[src/rtl/mult32s_booth4_csa_seq_pkg.sv]
// Shared constants, state/digit enums and the radix-4 Booth recoding helper
// for the sequential Booth/CSA multiplier front end.
package mult_seq_pkg;

  localparam int W  = 32;
  localparam int PW = 64;

  typedef enum logic [1:0] {IDLE, RUN, DONE} state_e;

  typedef enum logic [2:0] {ZERO, POS1, POS2, NEG1, NEG2} booth_e;

  // Radix-4 Booth recoding of window {b[2i+1], b[2i], b[2i-1]}
  function automatic booth_e booth_digit(input logic [2:0] win);
    booth_e d;
    case (win)
      3'b001, 3'b010: d = POS1;
      3'b011:         d = POS2;
      3'b100:         d = NEG2;
      3'b101, 3'b110: d = NEG1;
      default:        d = ZERO;
    endcase
    return d;
  endfunction

endpackage

[src/rtl/mult32s_booth4_csa_seq_if.sv]
// Operand/result handshake bundle between the multiplier and its neighbours.
// master: operand producer / result consumer. slave: the multiplier.
interface mult32s_booth4_csa_seq_if;

  logic                                in_valid;
  logic                                in_ready;
  logic signed [mult_seq_pkg::W-1:0]   a;
  logic signed [mult_seq_pkg::W-1:0]   b;
  logic                                out_valid;
  logic                                out_ready;
  logic        [mult_seq_pkg::PW-1:0]  row_s;
  logic        [mult_seq_pkg::PW-1:0]  row_c;
  logic        [4:0]                   digits;

  modport master (
    output in_valid, a, b, out_ready,
    input  in_ready, out_valid, row_s, row_c, digits
  );

  modport slave (
    input  in_valid, a, b, out_ready,
    output in_ready, out_valid, row_s, row_c, digits
  );

endinterface

[src/rtl/mult32s_booth4_csa_seq_pp_sel.sv]
// Booth partial-product selector: picks 0/+A/+2A/-A/-2A from the recoded
// window and aligns it to digit position 2*idx (all mod 2^64).
module booth4_pp_sel
  import mult_seq_pkg::*;
(
  input  logic        [2:0]    win,
  input  logic signed [PW-1:0] a_ext,
  input  logic signed [PW-1:0] na_ext,
  input  logic        [4:0]    idx,
  output logic        [PW-1:0] pp
);

  booth_e            dig;
  logic   [PW-1:0]   base;

  // Digit select then positional shift
  always_comb begin
    dig  = booth_digit(win);
    base = '0;
    case (dig)
      POS1:    base = a_ext;
      POS2:    base = a_ext << 1;
      NEG1:    base = na_ext;
      NEG2:    base = na_ext << 1;
      default: base = '0;
    endcase
    pp = base << {idx, 1'b0};
  end

endmodule

[src/rtl/mult32s_booth4_csa_seq.sv]
// Sequential radix-4 Booth partial-product accumulator, 32x32 signed.
// One Booth digit per cycle is compressed into a 64-bit carry-save pair.
// Optional macro MULT_CSA_SEQ_EARLY_TERM_EN: stop RUN as soon as every
// remaining multiplier digit is zero (numeric result unchanged).
module mult32s_booth4_csa_seq
  import mult_seq_pkg::*;
(
  input  logic                   clk,
  input  logic                   rst,
  mult32s_booth4_csa_seq_if.slave bus
);

  state_e                state_q, state_d;
  logic signed [PW-1:0]  a_q, a_d;
  logic signed [PW-1:0]  na_q, na_d;
  logic signed [W-1:0]   b_q, b_d;
  logic        [PW-1:0]  s_q, s_d;
  logic        [PW-1:0]  c_q, c_d;
  logic        [4:0]     i_q, i_d;
  logic        [4:0]     digits_q, digits_d;
  logic                  out_valid_q, out_valid_d;

  logic        [W:0]     bx;
  logic        [2:0]     win;
  logic        [PW-1:0]  pp;
  logic        [PW-1:0]  maj;
  logic                  last;
  logic                  accept;
`ifdef MULT_CSA_SEQ_EARLY_TERM_EN
  logic signed [W-1:0]   rest;
`endif

  assign accept = bus.in_valid & bus.in_ready;

  // Booth window for the current digit; bit -1 of the multiplier is zero
  always_comb begin
    bx  = {b_q, 1'b0};
    win = 3'(bx >> {i_q, 1'b0});
  end

  booth4_pp_sel u_pp_sel (
    .win    (win),
    .a_ext  (a_q),
    .na_ext (na_q),
    .idx    (i_q),
    .pp     (pp)
  );

  // Decide whether the digit being retired this cycle is the final one
  always_comb begin
`ifdef MULT_CSA_SEQ_EARLY_TERM_EN
    // Remaining digits are all zero once b[31:2i+1] is a pure sign run
    rest = b_q >>> {i_q, 1'b1};
    last = (rest == '0) || (rest == '1);
`else
    last = (i_q == 5'd15);
`endif
  end

  // Next-state logic: accept, per-digit 3:2 compression, result handshake
  always_comb begin
    state_d     = state_q;
    a_d         = a_q;
    na_d        = na_q;
    b_d         = b_q;
    s_d         = s_q;
    c_d         = c_q;
    i_d         = i_q;
    digits_d    = digits_q;
    out_valid_d = out_valid_q;
    maj         = (s_q & c_q) | (s_q & pp) | (c_q & pp);
    case (state_q)
      IDLE: begin
        if (accept) begin
          a_d      = {{(PW-W){bus.a[W-1]}}, bus.a};
          na_d     = -a_d;
          b_d      = bus.b;
          s_d      = '0;
          c_d      = '0;
          i_d      = '0;
          digits_d = '0;
          state_d  = RUN;
        end
      end
      RUN: begin
        s_d      = s_q ^ c_q ^ pp;
        c_d      = {maj[PW-2:0], 1'b0};
        i_d      = i_q + 5'd1;
        digits_d = i_q + 5'd1;
        if (last) begin
          state_d     = DONE;
          out_valid_d = 1'b1;
        end
      end
      DONE: begin
        if (bus.out_ready) begin
          state_d     = IDLE;
          out_valid_d = 1'b0;
        end
      end
      default: state_d = IDLE;
    endcase
  end

  // Control and result-row registers; reset discards any in-flight result
  always_ff @(posedge clk) begin
    if (rst) begin
      state_q     <= IDLE;
      s_q         <= '0;
      c_q         <= '0;
      i_q         <= '0;
      digits_q    <= '0;
      out_valid_q <= 1'b0;
    end else begin
      state_q     <= state_d;
      s_q         <= s_d;
      c_q         <= c_d;
      i_q         <= i_d;
      digits_q    <= digits_d;
      out_valid_q <= out_valid_d;
    end
  end

  // Operand registers: only meaningful after an accept, so no reset
  always_ff @(posedge clk) begin
    a_q  <= a_d;
    na_q <= na_d;
    b_q  <= b_d;
  end

  assign bus.in_ready  = (state_q == IDLE) & ~rst;
  assign bus.out_valid = out_valid_q;
  assign bus.row_s     = s_q;
  assign bus.row_c     = c_q;
  assign bus.digits    = digits_q;

endmodule
[src/flat_wrapper.sv]
// flat-port wrapper written by rule: the top's interface ports become plain ports
module mult32s_booth4_csa_seq_flat import mult_seq_pkg::*;
  (clk, rst, bus_in_valid, bus_a, bus_b, bus_out_ready, bus_in_ready, bus_out_valid, bus_row_s, bus_row_c, bus_digits);
  mult32s_booth4_csa_seq_if bus_i ();
  input  logic clk;
  input  logic rst;
  input wire logic [$bits(bus_i.in_valid)-1:0] bus_in_valid;
  input wire logic [$bits(bus_i.a)-1:0] bus_a;
  input wire logic [$bits(bus_i.b)-1:0] bus_b;
  input wire logic [$bits(bus_i.out_ready)-1:0] bus_out_ready;
  output wire logic [$bits(bus_i.in_ready)-1:0] bus_in_ready;
  output wire logic [$bits(bus_i.out_valid)-1:0] bus_out_valid;
  output wire logic [$bits(bus_i.row_s)-1:0] bus_row_s;
  output wire logic [$bits(bus_i.row_c)-1:0] bus_row_c;
  output wire logic [$bits(bus_i.digits)-1:0] bus_digits;
  assign bus_i.in_valid = bus_in_valid;
  assign bus_i.a = bus_a;
  assign bus_i.b = bus_b;
  assign bus_i.out_ready = bus_out_ready;
  assign bus_in_ready = bus_i.in_ready;
  assign bus_out_valid = bus_i.out_valid;
  assign bus_row_s = bus_i.row_s;
  assign bus_row_c = bus_i.row_c;
  assign bus_digits = bus_i.digits;
  mult32s_booth4_csa_seq u_core (.clk(clk), .rst(rst), .bus(bus_i));
endmodule
[config.mk]
export PLATFORM = sky130hd
export DESIGN_NAME = mult32s_booth4_csa_seq_flat
export DESIGN_NICKNAME = d
export VERILOG_FILES = /design/src/rtl/mult32s_booth4_csa_seq_pkg.sv /design/src/rtl/mult32s_booth4_csa_seq_if.sv /design/src/rtl/mult32s_booth4_csa_seq_pp_sel.sv /design/src/rtl/mult32s_booth4_csa_seq.sv /design/src/flat_wrapper.sv
export SDC_FILE = /design/constraint.sdc
export NUM_CORES = 1
export LEC_CHECK = 0
export CORE_UTILIZATION = 57
export DETAILED_ROUTE_END_ITERATION = 10
export PLACE_DENSITY_LB_ADDON = 0.2
export RECOVER_POWER = 25
export SETUP_SLACK_MARGIN = 0.4
export SLEW_MARGIN = 20
export SYNTH_ARGS = -nofsm -noshare
export SYNTH_HDL_FRONTEND = slang
export SYNTH_SLANG_ARGS = --single-unit
[constraint.sdc]
create_clock -name clk -period 6.4 [get_ports clk]
set_clock_uncertainty 0.05 [all_clocks]
set_input_delay 1.92 -clock clk [delete_from_list [all_inputs] [get_ports clk]]
set_output_delay 1.92 -clock clk [all_outputs]
set_load 0.02 [all_outputs]
### After elaboration in Yosys (flattened, before gate mapping)

Cells that the tools add are included.

| operators by class | value |
|---|---|
| add/sub/neg operators | 2 |
| eq/ne operators | 16 |
| shifts and indexed selects | 2 |
| multiplexer cells | 14 |
| bitwise logic cells | 10 |
| reductions and logical operators | 9 |

Operators with widths:

| kind | number |
|---|---|
| $pmux 64 s2 | 2 |
| $pmux 64 s4 | 1 |
| $and 63x63->63 | 3 |
| $xor 64x64->64 | 2 |
| $or 63x63->63 | 2 |
| $mux 64 | 1 |
| $neg 32->64 | 1 |
| $shl 64x6->64 | 1 |
| $shr 33x6->3 | 1 |
| $eq 3x2->1 const B | 4 |
| $eq 3x3->1 const B | 4 |
| $pmux 3 s4 | 1 |
| $pmux 5 s2 | 1 |
| $eq 3x1->1 const B | 2 |
| $mux 2 | 3 |
| $pmux 2 s3 | 1 |
| $reduce_and 3->1 | 2 |
| $add 5x1->5 const B | 1 |
| $eq 5x4->1 const B | 1 |
| $mux 5 | 1 |
| $ne 2x1->1 const B | 2 |
| $reduce_and 2->1 | 2 |
| $reduce_bool 2->1 | 2 |
| $reduce_or 2->1 | 2 |
| 8 further kinds | 10 |

| storage, ports and cells | value |
|---|---|
| register bits | 264 |
| input port bits | 68 |

### Longest topological paths before layout

| logic depth | value |
|---|---|
| word-level depth | 11 |
| mapped depth | 22 |
| gate-level depth less buffers | 15 |

### Modules after synthesis

A second synthesis with hierarchy kept.

| second synthesis, totals | value |
|---|---|
| cells, all modules | 1832 |
| area, all modules | 17708.2 um^2 |

By module, submodules not included:

| module | instances | cells each | area an instance (um^2) | sequential area each (um^2) |
|---|---|---|---|---|
| mult32s_booth4_csa_seq | 1 | 973 | 11247.0 | 6516.2 |
| booth4_pp_sel | 1 | 859 | 6461.2 | 0.0 |

### Worst setup path after synthesis

No wires, ideal clock.

| path | value |
|---|---|
| path type | input to register |
| start point | input rst |
| end point | register u_core.i_q[2] |
| arrival time | 5756 ps |
| data required time | 6218 ps |
| slack | 462 ps |
| cell stages on the path | 6 |
| cells stage by stage | nor3_1 > nand2_1 > inv_1 > nor2_1 > o21ai_0 > a21oi_1 |

| on the way | value |
|---|---|
| word-level cells in the longest chain between the ends | 5 |

RTL lines:

| element | line | text |
|---|---|---|
| start: declaration | flat_wrapper.sv:6 | `input logic rst;` |
| $not 1->1 | mult32s_booth4_csa_seq.sv:131 | `assign bus.in_ready = (state_q == IDLE) & ~rst;` |
| $and 1x1->1 | mult32s_booth4_csa_seq.sv:131 |  |
| $and 1x1->1 | mult32s_booth4_csa_seq.sv:33 | `assign accept = bus.in_valid & bus.in_ready;` |
| $ne 2x1->1 (no line) | - |  |
| $reduce_and 2->1 (no line) | - |  |
| end signal: assignment | mult32s_booth4_csa_seq.sv:118 | `i_q <= i_d;` |
| end: declaration | mult32s_booth4_csa_seq.sv:19 | `logic [4:0] i_q, i_d;` |

Several ways; a longest one is shown, not always the timed one.
A chain may end at the register's enable or synchronous reset.

### Worst setup path after layout

| path | value |
|---|---|
| start point | register u_core.i_q[1] |
| end point | register u_core.s_q[36], in the netlist u_core.bus.row_s[36] |

| on the way | value |
|---|---|
| word-level cells in the longest chain between the ends | 9 |

RTL lines:

| element | line | text |
|---|---|---|
| $shr 33x6->3 | mult32s_booth4_csa_seq.sv:38 | `win = 3'(bx >> {i_q, 1'b0});` |
| $eq 3x3->1 (tied with other cells) | mult32s_booth4_csa_seq_pkg.sv:15 | `case (win)` |
| $reduce_or 2->1 | mult32s_booth4_csa_seq_pkg.sv:15 |  |
| $pmux 3 s4 | mult32s_booth4_csa_seq_pkg.sv:15 |  |
| $eq 3x3->1 (tied with other cells) | mult32s_booth4_csa_seq_pp_sel.sv:20 | `case (dig)` |
| $pmux 64 s4 | mult32s_booth4_csa_seq_pp_sel.sv:20 |  |
| $shl 64x6->64 (*) | mult32s_booth4_csa_seq_pp_sel.sv:27 | `pp = base << {idx, 1'b0};` |
| $xor 64x64->64 (*) | mult32s_booth4_csa_seq.sv:86 | `s_d = s_q ^ c_q ^ pp;` |
| $pmux 64 s2 (*) | mult32s_booth4_csa_seq.sv:72 | `case (state_q)` |
| end signal: assignment | mult32s_booth4_csa_seq.sv:109 | `s_q <= '0;` |
| end signal: assignment | mult32s_booth4_csa_seq.sv:116 | `s_q <= s_d;` |
| end: declaration | mult32s_booth4_csa_seq.sv:17 | `logic [PW-1:0] s_q, s_d;` |

Every way passes the cells marked *; elsewhere a longest branch is shown, timed or not.

==> impl_summary.md <==
Floorplan
In this run the horizontal extent of the chip is 172 um. The starting utilization of the core area is 0.587. In this run the core area contains 61 standard-cell rows. The floorplan die height is 172 um.

The core region area is 28,100 sq um. The boundary pin count is 203. The full die area is 29,600 sq um.

Synthesis
The post-synthesis sequential element count is 262. The proportion of synthesized chip area in sequential cells is 0.395. In this run, synthesis inferred 127 flip-flops with an integrated enable. The synthesized netlist contains 85 unique library cells.

The share of synthesized registers carrying an async set or reset is 0. Among all flip-flop cells after synthesis, the most frequent one is dfxtp_1. The number of warnings printed during yosys synthesis is 0. The net count after synthesis is 1,938. In this run the cell area of the synthesized design comes to 16,500 sq um. The post-synthesis instance total is 1,803. Each instance of the synthesized netlist takes up on average 9.14 sq um.

Power
The reported leakage power is 0.00692 uW. The total power density per cell area is 252 nW/um^2. The portion of total power attributed to sequential cells is 0.389.

The maximum vdd ir drop is 0.242 mV. The internal portion of the total power is 3370 uW. In this run the power spent charging and discharging nets is 1540 uW. Of the total power, combinational logic draws 0.263. Of the total power, the share spent switching nets is 0.314.

Of the total power, the clock network draws 0.348. Total power for the finished layout comes to 4910 uW.

Critical path
The critical path data required time is 6830 ps. The worst setup path is captured at a flop. The critical-path maximum fanout is 42. The nature of the critical path startpoint is a flop. The critical path data arrival time is 6100 ps. By startpoint and endpoint, the worst setup path is classified as flop to flop.

Global route
The first global-routing pass estimated 73,000 um of wire. In the global route stage, overall resource usage came out at 0.315. The number of global-route vias before repair is 13,300. The initial antenna violation count was 0. The final global-route overflow total is 0.

The largest net degree at the start of global routing is 120.

Finish
Fill cells in the final layout number 2,204. The post-synthesis to final-layout area growth is 18.2%. The top cell types in the final layout, fill and taps aside, are nor2_1, inv_1, dfxtp_1, a31oi_1, edfxtp_1. The fraction of final layout cells with drive strength greater than 1 is 0.0758. In the final design database the tool counted 2,038 nets. The core occupancy in the finished layout is 0.694.

Leaving out fill and tap cells, the most frequent cell in the layout is nor2_1. With fillers left out, the area of the finished cells amounts to 19,500 sq um. The number of antenna diodes in the final layout is 0.

Status
The final reports fail on max-capacitance violations, max-slew violations. The flow ran to the end, but the final reports show violations.

Routing
The initial detailed-routing violation count is 1,823. After detailed routing, the number of vias per cell comes to 6.28. After detailed routing, the average wire length per cell comes to 20.2 um. The final routed wirelength across all metal layers is 46,500 um.

The total number of vias is 14,500. The DRC violation count after routing is 0. The count of TritonRoute iterations in the first routing pass is 6. The final antenna-violating net count is 0.

Clocking
The maximum level of the CTS H-tree is 1. Clock-pin slew was measured on the worst setup and hold paths at 60 ps. The quantity of gates resized following cts is 0. The CTS tree is yes. The buffer depth of the longest clock path is 3.

The post-CTS repair timing setup buffer count is 0. Buffers inserted during clock tree synthesis total 28. The tree built by TritonCTS fans out to 262 sinks. The latest clock arrival within the worst-skew pair is 550 ps.

In this run, post-CTS hold repair placed 0 buffers. The cell sitting at the root of the clock tree is a clkbuf_16.

Worst hold path
The min-delay analysis places its worst path in the category flop to flop.

Placed design
Routability-driven placement finished with a final weighted congestion of 0.988. The number of port buffers is 201. The HPWL after detailed placement is 33,700 um.

The placed instances occupy a cell area of 18,500 sq um.

Timing
For the pin with the worst max-slew slack, the measured transition is 2090 ps. The number of endpoints with negative hold slack in the final report was 0. The maximum clock frequency is 176 MHz. The count of pins over their slew limit is 99. Setup repair after global routing left no endpoint under its margin. The share of the clock period used by the worst path after layout is 0.886. Setup violations remaining at the end of the flow were counted as 0.

The accumulated negative setup slack is 0 ps. The relative max-transition margin is -0.393. The final critical-path required period is 5670 ps.

Flow run
Across the run, the number of max-cap violations was 2.
## state kept, by name, summed over array words and instances, names as in the netlist
| signal | cells |
|---|---|
| u_core.bus.out_valid | 1 |
| u_core.bus.row_s | 64 |
| u_core.bus.row_c | 63 |
| u_core.state_q | 2 |
| u_core.na_q | 64 |
| u_core.b_q | 32 |
| u_core.i_q | 5 |
| u_core.a_q | 31 |
## power by group through the flow
stage	logic, uW	registers (uW)	clock network (uW)
2_1_floorplan	797	1980	0
3_3_place_gp	1240	1940	0
3_5_place_dp	1270	1940	0
4_1_cts	1280	1910	1730
5_1_grt	1400	1920	1790
6_report	1290	1910	1710
## cells in the mapped netlist (13+ instances only)
master       n  area (sq um)
a221oi_1    14           123
a221o_1     31           310
o2111ai_1   26           228
nand4_1     32           200
clkbuf_1   113           424
nor3_1      14          70.1
nand3_1     77           385
a21oi_1     69           345
a22oi_1     39           293
inv_1      166           623
nor2_1     328          1230
fa_1        62          1240
nand2b_1    14          87.6
o22ai_1     15          93.8
xnor2_1     19           166
buf_1       13          48.8
mux4_2      22           495
edfxtp_1   127          3810
nand2_1     67           251
buf_2       22           110
a31oi_1    128           801
o21ai_0     30           150
mux2i_1     72           721
dfxtp_1    135          2700
## metal layers
metal | global-route usage | up-vias | wire length (um)
met4 | 0.0823 | 0 | 1120
met5 | 0 | - | 0
met1 | 0.432 | 6956 | 19100
met3 | 0.0490 | 74 | 3960
met2 | 0.520 | 761 | 22300
li1 | - | 6680 | -
## logic make-up after synthesis
logic type	count (synthesis)	share of synthesized area
adder cells (fa/ha/maj)	67	0.0791
other	1	0.000228
flip-flops	262	0.395
multiplexers	105	0.0813
AND/OR/NAND/NOR	591	0.166
AO/OA/AOI/OAI	418	0.180
buffers and inverters	331	0.0827
XOR/XNOR	28	0.0149
## path summary, 6_finish.rpt
kind	startpoint	endpoint	slack [ps]	depth (start not counted)
worst max register to register	u_core.i_q[1]$_SDFFE_PP0P_	u_core.bus.row_s[36]$_SDFFE_PP0P_	730	12
worst min register to register	u_core.bus.row_c[1]$_SDFFE_PP0P_	u_core.bus.row_c[1]$_SDFFE_PP0P_	450	2
worst min-delay path	u_core.bus.row_c[1]$_SDFFE_PP0P_	u_core.bus.row_c[1]$_SDFFE_PP0P_	450	2
worst max-delay path	u_core.i_q[1]$_SDFFE_PP0P_	u_core.bus.row_s[36]$_SDFFE_PP0P_	730	12
## worst max-delay path, stage by stage, from the launching register on
cell and delay [ps]:
dfxtp_2 680, clkbuf_1 1550, inv_2 660, buf_4 530
mux2i_1 280, nor2_1 60, a21oi_1 320, a21oi_1 160
a221oi_1 510, fa_1 500, nor2_1 110, a31oi_1 60
nor2_1 110
## final cells by class
class	count	area [sq um]	share of cell area
timing repair buffer	235	2270	0.117
clock buffer	34	753	0.0387
multi-input combinational	1210	8600	0.442
tap	378	473	0.0243
sequential	262	6520	0.335
clock inverter	18	238	0.0122
inverter	166	624	0.0320
## metrics by stage
step	hold slack, ps	setup WS, ps	std cells
after floorplan	450	462	1803
after global placement	428	729	2251
after detailed placement	435	619	2251
after CTS	443	921	2303
after global routing	460	408	2303
final	448	727	2303
Power figures use the tool's default switching activity.
